$ cat config.mk
export PLATFORM = sky130hd
export DESIGN_NAME = deadtime_gate_guard
export DESIGN_NICKNAME = d
export VERILOG_FILES = /design/src/rtl/bldc_pkg.sv /design/src/rtl/dtg_phase.sv /design/src/rtl/deadtime_gate_guard.sv
export SDC_FILE = /design/constraint.sdc
export NUM_CORES = 1
export LEC_CHECK = 0
export ABC_AREA = 1
export CAP_MARGIN = 20
export CORE_MARGIN = 10
export CORE_UTILIZATION = 53
export CTS_CLUSTER_SIZE = 10
export DETAILED_ROUTE_END_ITERATION = 10
export MAX_ROUTING_LAYER = met4
export PLACE_DENSITY = 0.74
export RECOVER_POWER = 100
export SLEW_MARGIN = 30
export SYNTH_ARGS = -nofsm -noshare
export SYNTH_HDL_FRONTEND = slang
export SYNTH_SLANG_ARGS = --single-unit
$ cat constraint.sdc
create_clock -name clk -period 1.6 [get_ports clk]
set_input_delay 0.16 -clock clk [delete_from_list [all_inputs] [get_ports clk]]
set_output_delay 0.16 -clock clk [all_outputs]
set_load 0.01 [all_outputs]
$ cat src/rtl/bldc_pkg.sv
// Shared types and constants for the BLDC gate-drive path (dead-time guard).
package bldc_pkg;

    typedef enum logic [1:0] {
        IDLE = 2'd0,
        H_ON = 2'd1,
        L_ON = 2'd2,
        DEAD = 2'd3
    } dtg_state_t;

    localparam int PH_A = 0;
    localparam int PH_B = 1;
    localparam int PH_C = 2;

    localparam int DEAD_CYCLES_DEFAULT = 50;

    // A request of 00 or 11, or a gated-off phase, resolves to both gates off.
    function automatic dtg_state_t dtg_target(input logic h, input logic l, input logic allow);
        if (!allow || (h == l)) return IDLE;
        return h ? H_ON : L_ON;
    endfunction

endpackage

$ cat src/rtl/dtg_phase.sv
// Single-phase dead-time FSM; optional DTG_MIN_PULSE_EN adds a minimum on-time.
module dtg_phase
    import bldc_pkg::*;
#(
    parameter int DEAD_CYCLES = DEAD_CYCLES_DEFAULT,
    parameter int CNT_W = 8
`ifdef DTG_MIN_PULSE_EN
    ,
    parameter int MIN_ON_CYCLES = 20
`endif
) (
    input  logic clk,
    input  logic rst,
    input  logic req_h,
    input  logic req_l,
    input  logic allow,
    output logic gate_h,
    output logic gate_l,
    output logic dead_active
);

    localparam logic [CNT_W-1:0] DEAD_LOAD = CNT_W'(DEAD_CYCLES - 1);

    dtg_state_t state_q, state_d, target;
    logic [CNT_W-1:0] cnt_q, cnt_d;
    logic gate_h_q, gate_l_q, dead_q;
    logic leave_ok;

`ifdef DTG_MIN_PULSE_EN
    localparam logic [CNT_W-1:0] ON_LOAD = CNT_W'(MIN_ON_CYCLES - 1);
    logic [CNT_W-1:0] ton_q, ton_d;

    // Forced shutdowns skip the minimum; ordinary target changes wait for it.
    always_comb begin
        leave_ok = (ton_q == '0) || !allow || (req_h && req_l);
        ton_d = (ton_q != '0) ? ton_q - 1'b1 : '0;
        if ((state_d == H_ON || state_d == L_ON) && state_d != state_q) ton_d = ON_LOAD;
    end

    always_ff @(posedge clk) begin
        if (rst) ton_q <= '0;
        else     ton_q <= ton_d;
    end
`else
    assign leave_ok = 1'b1;
`endif

    always_comb begin
        target  = dtg_target(req_h, req_l, allow);
        state_d = state_q;
        cnt_d   = cnt_q;
        case (state_q)
            IDLE: state_d = target;
            H_ON, L_ON: begin
                if (target != state_q && leave_ok) begin
                    state_d = DEAD;
                    cnt_d   = DEAD_LOAD;
                end
            end
            DEAD: begin
                if (cnt_q != '0) cnt_d = cnt_q - 1'b1;
                else             state_d = target;
            end
            default: state_d = IDLE;
        endcase
    end

    always_ff @(posedge clk) begin
        if (rst) begin
            state_q  <= IDLE;
            cnt_q    <= '0;
            gate_h_q <= 1'b0;
            gate_l_q <= 1'b0;
            dead_q   <= 1'b0;
        end else begin
            state_q  <= state_d;
            cnt_q    <= cnt_d;
            gate_h_q <= (state_d == H_ON);
            gate_l_q <= (state_d == L_ON);
            dead_q   <= (state_d == DEAD);
        end
    end

    assign gate_h      = gate_h_q;
    assign gate_l      = gate_l_q;
    assign dead_active = dead_q;

endmodule

$ cat src/rtl/deadtime_gate_guard.sv
// Three-phase dead-time insertion with sticky shoot-through fault.
// Optional DTG_MIN_PULSE_EN enforces MIN_ON_CYCLES minimum conduction per phase.
module deadtime_gate_guard
    import bldc_pkg::*;
#(
    parameter int DEAD_CYCLES = DEAD_CYCLES_DEFAULT,
    parameter int CNT_W = 8
`ifdef DTG_MIN_PULSE_EN
    ,
    parameter int MIN_ON_CYCLES = 20
`endif
) (
    input  logic       clk,
    input  logic       rst,
    input  logic       enable,
    input  logic [2:0] pwm_h_in,
    input  logic [2:0] pwm_l_in,
    input  logic       fault_clr,
    output logic [2:0] gate_h,
    output logic [2:0] gate_l,
    output logic [2:0] dead_active,
    output logic       fault
);

    logic [2:0] illegal;
    logic       allow;
    logic       fault_q, fault_d;

    // A new illegal request outranks a simultaneous clear.
    always_comb begin
        illegal = pwm_h_in & pwm_l_in;
        allow   = enable & ~fault_q;
        fault_d = fault_q;
        if (illegal[PH_A] | illegal[PH_B] | illegal[PH_C]) fault_d = 1'b1;
        else if (fault_clr)                                  fault_d = 1'b0;
    end

    always_ff @(posedge clk) begin
        if (rst) fault_q <= 1'b0;
        else     fault_q <= fault_d;
    end

    assign fault = fault_q;

    for (genvar i = PH_A; i <= PH_C; i++) begin : g_phase
        dtg_phase #(
            .DEAD_CYCLES  (DEAD_CYCLES),
            .CNT_W        (CNT_W)
`ifdef DTG_MIN_PULSE_EN
            ,
            .MIN_ON_CYCLES(MIN_ON_CYCLES)
`endif
        ) u_phase (
            .clk        (clk),
            .rst        (rst),
            .req_h      (pwm_h_in[i]),
            .req_l      (pwm_l_in[i]),
            .allow      (allow),
            .gate_h     (gate_h[i]),
            .gate_l     (gate_l[i]),
            .dead_active(dead_active[i])
        );
    end

endmodule

==> results.sh <==
export IMPL_synth_nets=395
export IMPL_place_area_sq_mm=0.002919
export IMPL_synth_seq_area_share_pct=31.87
export IMPL_synthFlopType="dfxtp_1"
export IMPL_wl_per_cell_um=12.74
export IMPL_diodes=0
export IMPL_globalplace_congestion=0.8669
export IMPL_period_minus_slack_ps=1581
export IMPL_maxCapViolCount=0
export IMPL_cts_path_max_buffers=2
export IMPL_worst_slack_ps=19.27
export IMPL_dp_hpwl_mm=3.992
export IMPL_rsz0062_at_grt="true"
export IMPL_postCtsHoldBufs=0
export IMPL_hp_start="pwm_l_in[1]"
export IMPL_switching_share_pct=28.52
export IMPL_dieArea_sq_mm=0.007894
export IMPL_num_rows=24
export IMPL_syn_area_sq_mm=0.002512
export IMPL_clk_latency_ps=300
export IMPL_hold_viol_final=0
export IMPL_endpoint_kind="flip-flop"
export IMPL_drtIter0Drc=105
export IMPL_crit_type="flip-flop to flip-flop"
export IMPL_grt_max_degree=21
export IMPL_die_h_um=88.85
export IMPL_final_net_count=442
export IMPL_post_route_period_util_pct=98.80
export IMPL_worstMarginPinSlew_ps=521.0
export IMPL_clock_sinks=40
export IMPL_maxSlewHeadroom_pct=65.23
export IMPL_cts_max_level=2
export IMPL_holdPathEnd="fault"
export IMPL_cts_tree="yes"
export IMPL_vias_per_cell=5.203
export IMPL_synth_edf_count=0
export IMPL_dp_worst_setup_slack_ps=-284.0
export IMPL_dr_pass1_iters=4
export IMPL_power_density_mw_per_mm2=719.2
export IMPL_ios=20
export IMPL_grt_total_usage_pct=15.57
export IMPL_grt_pass1_wl_mm=9.770
export IMPL_synth_top_area_share_pct=31.87
export IMPL_worstPathArrival_ps=1760
export IMPL_vias=2461
export IMPL_synthArstFlopShare_pct=0
export IMPL_p_int_w=0.001721
export IMPL_drive_above_1_share_pct=30.40
export IMPL_fmax_ghz=0.6326
export IMPL_cp_max_fo=6
export IMPL_pwr_share_clk_pct=34.8
export IMPL_ys_ff_latch=40
export IMPL_start_util_pct=56.15
export IMPL_die_x_um=88.85
export IMPL_design_core_area_sq_mm=0.004474
export IMPL_synthTopCellsByCount="nand2_1 (93), inv_1 (50), nor2_1 (45), dfxtp_1 (40), nand3_1 (38)"
export IMPL_clock_root_buffer="clkbuf_8"
export IMPL_switchingPower_w=0.0006866
export IMPL_seqPwrFrac_pct=43.4
export IMPL_synthTopCellsByArea="dfxtp_1 (32%), nand2_1 (14%), nand3_1 (7.6%)"
export IMPL_ir_drop_uv=427.6
export IMPL_fin_skew_ps=7.030
export IMPL_synth_most_common_cell="nand2_1"
export IMPL_holdWs_ps=273.9
export IMPL_cts_clk_slew_worst_paths_ps=90
export IMPL_antenna_found_initial=0
export IMPL_drt_wl_total_mm=6.024
export IMPL_gr_total_overflow=0
export IMPL_cts_inserted_buffers=5
export IMPL_hold_path_class="input port to flip-flop"
export IMPL_synthDistinctLibCells=29
export IMPL_combPwrFrac_pct=21.7
export IMPL_yosys_warnings=0
export IMPL_portBuffers=19
export IMPL_status="completed"
export IMPL_setup_violations_final=0
export IMPL_drc=0
export IMPL_synth_largest_area_cell="dfxtp_1"
export IMPL_drv_slew=0
export IMPL_leakage_nw=1.555
export IMPL_grt_pass1_vias=2283
export IMPL_stdcell_area_sq_mm=0.003348
export IMPL_syn_avg_cell_area_sq_um=6.736
export IMPL_syn2layout_area_growth_pct=33.27
export IMPL_r2r_start="fault"
export IMPL_ant_nets=0
export IMPL_reg2reg_to="g_phase[2].u_phase.cnt_q[1]"
export IMPL_r2r_slack_ps=20
export IMPL_cp_start_kind="flip-flop"
export IMPL_critical_path_required_ps=1780
export IMPL_hold_path_depth=4
export IMPL_reg2reg_depth=10
export IMPL_netlist_instances=373
-- worst max-delay path, cell delays in order, from the launching register on --
cell     delay (ps)
dfxtp_4         360
nor2_4          160
buf_6           130
buf_4           110
nand4_1         120
nand2_2         130
nor2_4           40
nand2_4         110
nand2_2         110
o21ai_2         150
nor2_1           60
-- layout make-up --
| type | instances | area [sq um] |
|---|---|---|
| inverter | 52 | 195.2 |
| tap | 52 | 65.06 |
| clock inverter | 2 | 35.03 |
| multi-input combinational | 266 | 1669 |
| timing repair buffer | 55 | 498.0 |
| clock buffer | 6 | 72.57 |
| sequential | 40 | 813.3 |
| fill | 322 | 1126 |
-- worst max-delay path by stage --
stage | from | to | cells past startpoint
global placement | pwm_h_in[1] | g_phase[1].u_phase.cnt_q[0] | 9
floorplan | g_phase[2].u_phase.state_q[0] | g_phase[2].u_phase.cnt_q[1] | 7
detailed placement | pwm_h_in[1] | g_phase[1].u_phase.cnt_q[1] | 9
global route | g_phase[2].u_phase.cnt_q[0] | g_phase[2].u_phase.cnt_q[1] | 11
CTS | g_phase[2].u_phase.cnt_q[0] | g_phase[2].u_phase.cnt_q[2] | 10
finish | fault | g_phase[2].u_phase.cnt_q[1] | 10
-- cells in the final DEF (no fill, tap or decap), types with 5 or more instances in the layout --
cell type,n
ha_4,6
nand3_2,9
nand2_2,23
dfxtp_1,34
buf_4,31
nand4_1,9
nand3_1,34
a21oi_2,10
inv_1,45
nor2_4,5
clkdlybuf4s50_1,6
nand2_1,74
inv_2,7
a21oi_1,13
nor2_1,41
clkbuf_8,5
dlygate4sd3_1,9
-- power by group through the flow --
| stage | clock network [W] | registers (W) | logic [W] |
|---|---|---|---|
| floorplan | 0 | 0.00106 | 0.000278 |
| global placement | 0 | 0.00107 | 0.000412 |
| detailed placement | 0 | 0.00107 | 0.000420 |
| CTS | 0.000850 | 0.00104 | 0.000430 |
| global route | 0.000896 | 0.00105 | 0.000584 |
| finish | 0.000839 | 0.00105 | 0.000523 |
-- kinds of logic after synthesis --
group                    share of synthesized area (%)
XOR/XNOR                                         2.440
adder cells (fa/ha/maj)                          5.976
buffers and inverters                            12.40
AND/OR/NAND/NOR                                  38.60
AO/OA/AOI/OAI                                    8.715
flip-flops                                       31.87
-- what timing repair did --
item / in CTS / in global routing
endpoints found under the setup margin: 3 / 39
gates resized for setup: 2 / 76
cloned: 1 / 1
setup buffers: 0 / 2
pin swaps: 1 / 29
-- sequential cells by signal, indices dropped and copies added, names as in the netlist --
name	count
fault	1
g_phase.u_phase.gate_l	3
g_phase.u_phase.gate_h	3
g_phase.u_phase.state_q	6
g_phase.u_phase.cnt_q	24
g_phase.u_phase.dead_active	3
-- per-stage QoR --
stage	utilization, %	power (W)	setup TNS [ps]	instances
2_1_floorplan	-	0.001342	0	373
3_3_place_gp	65.24	0.001479	-8257	461
3_5_place_dp	65.24	0.001487	-9021	461
4_1_cts	68.01	0.002324	0	470
5_1_grt	74.83	0.002531	-468.5	473
6_report	74.83	0.002408	0	473
-- routing by layer --
layer | vias to the layer above | share of wire, % | global-route usage, %
li1 | 1274 | - | -
met1 | 1123 | 48 | 18.85
met4 | 0 | 0.42 | 4.846
met3 | 4 | 4.7 | 3.952
met2 | 60 | 47 | 24.73
met5 | - | 0 | -
Power figures use the tool's default switching activity.
